$ cat src/rtl/fetch_unit_if.sv
// Instruction-memory bus between the fetch unit (master) and the memory (slave).
// Requests are address-only; responses return in request order.
interface fetch_unit_if #(
    parameter int XLEN = 32,
    parameter int ILEN = 32
);
    logic            req_valid;
    logic            req_ready;
    logic [XLEN-1:0] addr;
    logic            rsp_valid;
    logic [ILEN-1:0] rsp_data;

    modport master (
        output req_valid,
        output addr,
        input  req_ready,
        input  rsp_valid,
        input  rsp_data
    );

    modport slave (
        input  req_valid,
        input  addr,
        output req_ready,
        output rsp_valid,
        output rsp_data
    );
endinterface

$ cat src/rtl/fetch_unit.sv
// RV32I fetch front end: credit-limited pipelined requests to instruction memory,
// a first-word-fall-through instruction queue, and redirect flush with stale-response drop.
module fetch_unit #(
    parameter int          XLEN         = 32,
    parameter int          ILEN         = 32,
    parameter int          DEPTH        = 4,
    parameter logic [31:0] RESET_VECTOR = 32'h200
) (
    input  logic             clk,
    input  logic             rst,
    fetch_unit_if.master     io_imem,
    input  logic             i_redirect_valid,
    input  logic [XLEN-1:0]  i_redirect_target,
    output logic             o_redirect_misaligned,
    output logic             o_inst_valid,
    input  logic             i_inst_ready,
    output logic [ILEN-1:0]  o_inst_data,
    output logic [XLEN-1:0]  o_inst_pc
);

    localparam int AW    = $clog2(DEPTH);
    localparam int CW    = AW + 1;
    localparam int SUM_W = CW + 2;

    typedef logic [CW-1:0] cnt_t;

    logic [XLEN-1:0] r_fetch_pc;
    logic [XLEN-1:0] r_rsp_pc;
    cnt_t            r_outstanding;
    cnt_t            r_drop_cnt;
    cnt_t            r_count;
    logic [AW-1:0]   r_rd_ptr;
    logic [AW-1:0]   r_wr_ptr;
    logic            r_redirect_misaligned;
    logic [ILEN-1:0] r_q_data [DEPTH];
    logic [XLEN-1:0] r_q_pc   [DEPTH];

    logic [SUM_W-1:0] w_credit_sum;
    logic             w_req_valid;
    logic             w_accept;
    logic             w_rsp_drop;
    logic             w_push;
    logic             w_inst_valid;
    logic             w_pop;
    cnt_t             w_drop_after;
    cnt_t             w_out_after;
    logic [XLEN-1:0]  w_target_aligned;

    // Every queue slot is pre-booked by a request in flight or a response still to be dropped,
    // which is why a push can never find the queue full.
    assign w_credit_sum = SUM_W'(r_outstanding) + SUM_W'(r_drop_cnt) + SUM_W'(r_count);
    assign w_req_valid  = w_credit_sum < SUM_W'(DEPTH);
    assign w_accept     = w_req_valid & io_imem.req_ready;

    assign w_rsp_drop   = io_imem.rsp_valid & (r_drop_cnt != '0);
    assign w_push       = io_imem.rsp_valid & (r_drop_cnt == '0);
    assign w_inst_valid = r_count != '0;
    assign w_pop        = w_inst_valid & i_inst_ready;

    assign w_drop_after     = r_drop_cnt - cnt_t'(w_rsp_drop);
    assign w_out_after      = r_outstanding - cnt_t'(w_push);
    assign w_target_aligned = {i_redirect_target[XLEN-1:2], 2'b00};

    // NOTE: sequential state uses non-blocking assignments so every register sees pre-edge values.
    always_ff @(posedge clk) begin
        if (rst) begin
            r_fetch_pc            <= XLEN'(RESET_VECTOR);
            r_rsp_pc              <= XLEN'(RESET_VECTOR);
            r_outstanding         <= '0;
            r_drop_cnt            <= '0;
            r_count               <= '0;
            r_rd_ptr              <= '0;
            r_wr_ptr              <= '0;
            r_redirect_misaligned <= 1'b0;
        end else begin
            r_redirect_misaligned <= i_redirect_valid & (|i_redirect_target[1:0]);
            if (i_redirect_valid) begin
                // Whatever is still owed by memory, including this cycle's accept, becomes stale.
                r_fetch_pc    <= w_target_aligned;
                r_rsp_pc      <= w_target_aligned;
                r_count       <= '0;
                r_rd_ptr      <= '0;
                r_wr_ptr      <= '0;
                r_outstanding <= '0;
                r_drop_cnt    <= w_drop_after + w_out_after + cnt_t'(w_accept);
            end else begin
                if (w_accept) begin
                    r_fetch_pc <= r_fetch_pc + XLEN'(4);
                end
                if (w_push) begin
                    r_rsp_pc <= r_rsp_pc + XLEN'(4);
                    r_wr_ptr <= r_wr_ptr + AW'(1);
                end
                if (w_pop) begin
                    r_rd_ptr <= r_rd_ptr + AW'(1);
                end
                r_count       <= r_count + cnt_t'(w_push) - cnt_t'(w_pop);
                r_outstanding <= w_out_after + cnt_t'(w_accept);
                r_drop_cnt    <= w_drop_after;
            end
        end
    end

    // NOTE: queue storage is not reset; r_count alone decides which entries are valid.
    always_ff @(posedge clk) begin
        if (w_push) begin
            r_q_data[r_wr_ptr] <= io_imem.rsp_data;
            r_q_pc[r_wr_ptr]   <= r_rsp_pc;
        end
    end

    assign io_imem.req_valid     = w_req_valid;
    assign io_imem.addr          = r_fetch_pc;
    assign o_inst_valid          = w_inst_valid;
    assign o_inst_data           = r_q_data[r_rd_ptr];
    assign o_inst_pc             = r_q_pc[r_rd_ptr];
    assign o_redirect_misaligned = r_redirect_misaligned;

    a_no_push_when_full: assert property (@(posedge clk) disable iff (rst)
        w_push |-> (r_count != cnt_t'(DEPTH)));

    a_credit_bound: assert property (@(posedge clk) disable iff (rst)
        w_credit_sum <= SUM_W'(DEPTH));

endmodule

$ cat src/flat_wrapper.sv
// flat-port wrapper written by rule: the top's interface ports become plain ports
module fetch_unit_flat 
#(
    parameter int          XLEN         = 32,
    parameter int          ILEN         = 32,
    parameter int          DEPTH        = 4,
    parameter logic [31:0] RESET_VECTOR = 32'h200
)
  (clk, rst, i_redirect_valid, i_redirect_target, o_redirect_misaligned, o_inst_valid, i_inst_ready, o_inst_data, o_inst_pc, io_imem_req_valid, io_imem_addr, io_imem_req_ready, io_imem_rsp_valid, io_imem_rsp_data);
  fetch_unit_if #(.XLEN(XLEN), .ILEN(ILEN)) io_imem_i ();
  input  logic clk;
  input  logic rst;
  input  logic i_redirect_valid;
  input  logic [XLEN-1:0] i_redirect_target;
  output logic o_redirect_misaligned;
  output logic o_inst_valid;
  input  logic i_inst_ready;
  output logic [ILEN-1:0] o_inst_data;
  output logic [XLEN-1:0] o_inst_pc;
  output wire logic [$bits(io_imem_i.req_valid)-1:0] io_imem_req_valid;
  output wire logic [$bits(io_imem_i.addr)-1:0] io_imem_addr;
  input wire logic [$bits(io_imem_i.req_ready)-1:0] io_imem_req_ready;
  input wire logic [$bits(io_imem_i.rsp_valid)-1:0] io_imem_rsp_valid;
  input wire logic [$bits(io_imem_i.rsp_data)-1:0] io_imem_rsp_data;
  assign io_imem_req_valid = io_imem_i.req_valid;
  assign io_imem_addr = io_imem_i.addr;
  assign io_imem_i.req_ready = io_imem_req_ready;
  assign io_imem_i.rsp_valid = io_imem_rsp_valid;
  assign io_imem_i.rsp_data = io_imem_rsp_data;
  fetch_unit #(.XLEN(XLEN), .ILEN(ILEN), .DEPTH(DEPTH), .RESET_VECTOR(RESET_VECTOR)) u_core (.clk(clk), .rst(rst), .io_imem(io_imem_i), .i_redirect_valid(i_redirect_valid), .i_redirect_target(i_redirect_target), .o_redirect_misaligned(o_redirect_misaligned), .o_inst_valid(o_inst_valid), .i_inst_ready(i_inst_ready), .o_inst_data(o_inst_data), .o_inst_pc(o_inst_pc));
endmodule
$ cat config.mk
export PLATFORM = sky130hd
export DESIGN_NAME = fetch_unit_flat
export DESIGN_NICKNAME = d
export VERILOG_FILES = /design/src/rtl/fetch_unit_if.sv /design/src/rtl/fetch_unit.sv /design/src/flat_wrapper.sv
export SDC_FILE = /design/constraint.sdc
export NUM_CORES = 1
export LEC_CHECK = 0
export ABC_AREA = 0
export CORE_MARGIN = 5
export CORE_UTILIZATION = 60
export DETAILED_ROUTE_END_ITERATION = 8
export PLACE_DENSITY_LB_ADDON = 0.2
export SYNTH_ARGS = -nofsm -noshare
export SYNTH_HDL_FRONTEND = slang
export SYNTH_SLANG_ARGS = --single-unit
$ cat constraint.sdc
create_clock -name clk -period 7.3 [get_ports clk]
set_input_delay 1.46 -clock clk [delete_from_list [all_inputs] [get_ports clk]]
set_output_delay 1.46 -clock clk [all_outputs]
set_load 0.05 [all_outputs]
# Word level (Yosys, flattened, before mapping)
# Memories as Yosys holds them, arrays and structs flattened. A register that Yosys moved wholly into a read port is not among the register bits.
# Index checks and enable logic that the tools add are counted.
[word_totals] register_bits=78 latchBits=0 ramBits=256 romBits=0 out_inout_bits=99 word_cells=49 n_memories=2
[op_classes] add_sub_neg=13 multipliers=0 n_div=0 order_cmp=1 eq_ne=0 shift=0 n_mux=11 n_bitwise=5 reduce_logical=7
[mem_list] name="u_core.r_q_data" depth=4 word_bits=32 rd=1 rd_clocked_by_memory_dff=1 wr=1 line_no="fetch_unit.sv:35" rtl="logic [ILEN-1:0] r_q_data [DEPTH];"
[mem_list] name="u_core.r_q_pc" depth=4 word_bits=32 rd=1 rd_clocked_by_memory_dff=1 wr=1 line_no="fetch_unit.sv:36" rtl="logic [XLEN-1:0] r_q_pc [DEPTH];"
[op_table] cell="$mux W32" n=4
[op_table] cell="$add A32 B3 Y32 const B" n=2
[op_table] cell="$add A3 B1 Y3" n=3
[op_table] cell="$sub A3 B1 Y3" n=3
[op_table] cell="$mux W2" n=4
[op_table] cell="$reduce_bool A3 Y1" n=2
[op_table] cell="$add A5 B3 Y5" n=1
[op_table] cell="$and A1 B1 Y1" n=5
[op_table] cell="$lt A5 B3 Y1 const B" n=1
[op_table] cell="$add A2 B1 Y2 const B" n=2
[op_table] cell="$add A3 B3 Y4" n=1
[op_table] cell="$reduce_bool A2 Y1" n=2
[op_table] cell="$reduce_or A2 Y1" n=2
[op_table] cell="$add A3 B3 Y3" n=1
[op_table] cell="$logic_not A3 Y1" n=1
[op_table] cell="$mux W3" n=1
[op_table] cell="$mux W1" n=2

# Logic depth before layout (Yosys ltp)
[depth] depth_word=6 depth_mapped=12 depth_no_buf=11

# Least setup slack after synthesis
# No wires, ideal clock.
[synth_timing] path_kind="register -> output" startpoint="register u_core.r_drop_cnt[0]" endpoint="output port io_imem_req_valid" arrival_ns=3.151 setup_slack_ns=2.689 path_stages_with_launch=8 cell_sequence="dfxtp_1 > ha_1 > fa_1 > xor2_1 > ha_1 > or4_4 > buf_6 > a211oi_1"
[synth_via] elab_chain_len=3
[synth_rtl] item="start: declaration" line_no="fetch_unit.sv:30" rtl="cnt_t r_drop_cnt;"
[synth_rtl] item="start signal: assignment" line_no="fetch_unit.sv:85" rtl="r_drop_cnt <= w_drop_after + w_out_after + cnt_t'(w_accept);"
[synth_rtl] item="start signal: assignment" line_no="fetch_unit.sv:99" rtl="r_drop_cnt <= w_drop_after;"
[synth_rtl] item="$add A3 B3 Y4" line_no="fetch_unit.sv:51" rtl="assign w_credit_sum = SUM_W'(r_outstanding) + SUM_W'(r_drop_cnt) + SUM_W'(r_count);"
[synth_rtl] item="$add A5 B3 Y5" line_no="fetch_unit.sv:51"
[synth_rtl] item="$lt A5 B3 Y1" line_no="fetch_unit.sv:52" rtl="assign w_req_valid = w_credit_sum < SUM_W'(DEPTH);"
[synth_rtl] item="end: declaration" line_no="flat_wrapper.sv:20" rtl="output wire logic [$bits(io_imem_i.req_valid)-1:0] io_imem_req_valid;"
# Every way passes these cells.

# Worst setup path in the final report
# Same ends and word-level chain as after synthesis.

==> impl_metrics.py <==
metrics = {
    "global_routing": {
        "grt_max_degree": 63,
        "grt.overflow.total": 0,
        "grt_usage_pct": 21.7,
        "grt_pass1_vias": 7809,
        "grt_first_pass_wirelength_um": 42600,
        "antenna_found_initial": 0,
    },
    "setup_path": {
        "path_delay_family": "adder cells",
        "cp_slowest_cell": "clkdlybuf4s50_1",
        "crit_required_ns": 5.84,
        "slowest_delay_ns": 0.86,
        "start_kind": "register",
        "path_buf_inv": 1,
        "cp_max_fo": 4,
        "r2r_slack_ns": 3.63,
        "r2r_start": "u_core.r_drop_cnt[0]$_SDFF_PP0_",
        "cp.arrival_ns": 3.57,
        "startpoint": "u_core.r_drop_cnt[0]$_SDFF_PP0_",
        "worstPathCellList": "ha_1 > fa_1 > xor2_1 > ha_1 > or4_4 > a211oi_1 > clkdlybuf4s50_1",
        "crit_path_frequent_cell": "ha_1",
        "crit_path_end_kind": "output pin",
        "criticalPathCategory": "reg2out",
    },
    "clock_tree": {
        "clk_pin_slew_ns": 0.06,
        "cts_buffers": 31,
        "clock-sinks": 324,
        "post-cts-setup-buffers": 0,
        "cts-hold-fix-buffers": 0,
        "cts_tree": "yes",
        "clk_latency_ns": 0.54,
        "cts_root_buf": "clkbuf_16",
        "cts_resized": 0,
        "ctsHtreeMaxLevel": 1,
        "cts_buffer_depth": 3,
    },
    "place": {
        "io_buffers": 164,
        "post_dp_cell_area_um2": 15100,
        "gp_routability_congestion": 0.836,
        "dp_hpwl_um": 17500,
        "place_ws_ns": 2.82,
    },
    "floorplanning": {
        "die_area_um2": 25100,
        "core_area_um2": 21800,
        "die_y_um": 158,
        "io_pins": 169,
        "dieWidth_um": 158,
        "start_util_pct": 60.7,
        "rows": 54,
    },
    "synth": {
        "yosysTopAreaCellShare_pct": 56.4,
        "synth_edf_count": 248,
        "syn-instance-count": 823,
        "synth_warnings": 0,
        "synth_flop_cell": "edfxtp_1",
        "yosysUniqueCellTypes": 45,
        "yosys_register_bits": 324,
        "yosys.area.top_type": "edfxtp_1",
        "ys_seq_area_share_pct": 67.9,
        "async_reset_ff_share_pct": 0,
        "synthesis.area_um2": 13200,
        "synth.avg_cell_area_um2": 16.0,
        "ys_top_cells_by_area": "edfxtp_1 (56%), dfxtp_1 (12%), mux4_2 (11%), xnor2_1 (2.3%), a21boi_1 (1.9%)",
    },
    "routing": {
        "post_drt_wl_per_cell_um": 20.6,
        "vias": 7530,
        "route.final.wire_length_um": 26700,
        "drc_errors": 0,
        "first_pass_iters": 5,
        "drtIter0Drc": 485,
        "antenna_left": 0,
        "via_per_inst": 5.82,
    },
    "power_and_ir_drop": {
        "p_total_w": 0.00494,
        "power_density_nw_per_um2": 307,
        "peakVddDrop_mv": 0.207,
        "power.leakage_nw": 5.40,
    },
    "layout": {
        "fin_util_pct": 74.0,
        "finalNetCount": 1082,
        "final_area_um2": 16100,
        "register_area_um2": 8970,
        "area_delta_synth_final_pct": 21.8,
        "multi_input_area_um2": 3880,
        "mostFrequentLayoutCell": "edfxtp_1",
        "diodes": 0,
        "drive_gt1_share_pct": 13.3,
        "final_cell_mix": "edfxtp_1 (248), clkdlybuf4s50_1 (164), dfxtp_1 (74), mux4_2 (62), inv_1 (48)",
        "nFillCells": 1407,
    },
    "timing": {
        "setup_viol": 0,
        "period_share_pct": 69.0,
        "tns_ns": 0,
        "min_period_ns": 5.03,
        "drv_slew": 0,
        "tightest_slew_ns": 0.946,
        "skew_ns": 0.00901,
        "hold_violations": 0,
        "timing.final.ws_setup_ns": 2.27,
        "relSlewSlack_pct": 36.9,
        "rsz0062_at_grt": "no",
        "fmax_ghz": 0.199,
    },
    "hold_path": {
        "hp-start": "u_core.r_rd_ptr[0]$_SDFFE_PP0P_",
        "hp-class": "reg2reg",
    },
    "run_status": {
        "status": "completed",
    },
    "job": {
        "drv_cap": 0,
    },
}
[flip-flops by register name, summed over array words and instances, names as in the netlist, named ones only]
register                      count
u_core.r_rsp_pc                  30
u_core.r_rd_ptr                   2
u_core.r_q_pc                   120
u_core.o_redirect_misaligned      1
u_core.r_outstanding              3
u_core.r_wr_ptr                   2
u_core.io_imem.addr              30
u_core.r_q_data                 128
u_core.r_count                    3
u_core.r_drop_cnt                 3
[worst paths after layout]
path                                      to  cells past startpoint
max                        io_imem_req_valid                      7
max reg2reg  u_core.r_drop_cnt[1]$_SDFF_PP0_                     10
min reg2reg                         register                      2
min                                 register                      2
[Yosys cell counts (19+ instances only)]
cell / instances
edfxtp_1: 248
dfxtp_1: 76
mux4_2: 62
inv_1: 48
a21oi_1: 38
xnor2_1: 35
a21boi_1: 33
clkbuf_1: 25
o31a_1: 24
nor2_1: 22
nand2_1: 21
nand3_1: 20
ha_1: 19
[stage by stage]
stage | std cells | hold WS (ns)
finish | 1293 | 0.542
global route | 1293 | 0.559
CTS | 1293 | 0.539
detailed placement | 1236 | 0.523
global placement | 1236 | 0.507
floorplan | 826 | 0.481
[cell type report]
cell class                 count  area share (%)
inverter                      51            1.19
tap                          280            2.18
clock inverter                14           0.894
timing repair buffer         172            10.6
sequential                   324            55.8
multi-input combinational    409            24.1
clock buffer                  43            5.25
[power breakdown]
part / total (W) / internal (W) / switching, W / leakage (nW)
Clock: 0.00154 / 0.000909 / 0.000634 / 0.491
Sequential: 0.00224 / 0.00215 / 0.0000936 / 2.90
Combinational: 0.00115 / 0.000435 / 0.000716 / 2.01
[layer usage]
layer	part of all wire [%]	global-route usage, %	vias to the layer above
li1	-	-	3504
met5	0	0	-
met3	7.1	4.29	40
met2	48	36.3	253
met4	1.5	4.35	0
met1	43	30.4	3733
[cells by family (layout without fill, tap and decap cells)]
family,count (synthesis),count (layout),synth area share (%)
AOI/OAI and AO/OA,116,116,6.28
xor gates and xnor gates,51,51,3.38
adders and majority gates,23,23,2.41
buffers and inverters,93,280,2.81
DFF,324,324,67.9
muxes,64,64,10.7
other,1,4,0.0284
and+or+nand+nor,151,151,6.47
[worst min-delay path, cell delays in order (launching register included)]
cell,delay [ns]
dfxtp_1,0.34
xnor2_1,0.09
nor2_1,0.08
No activity file was read; power rests on OpenSTA's default activity.
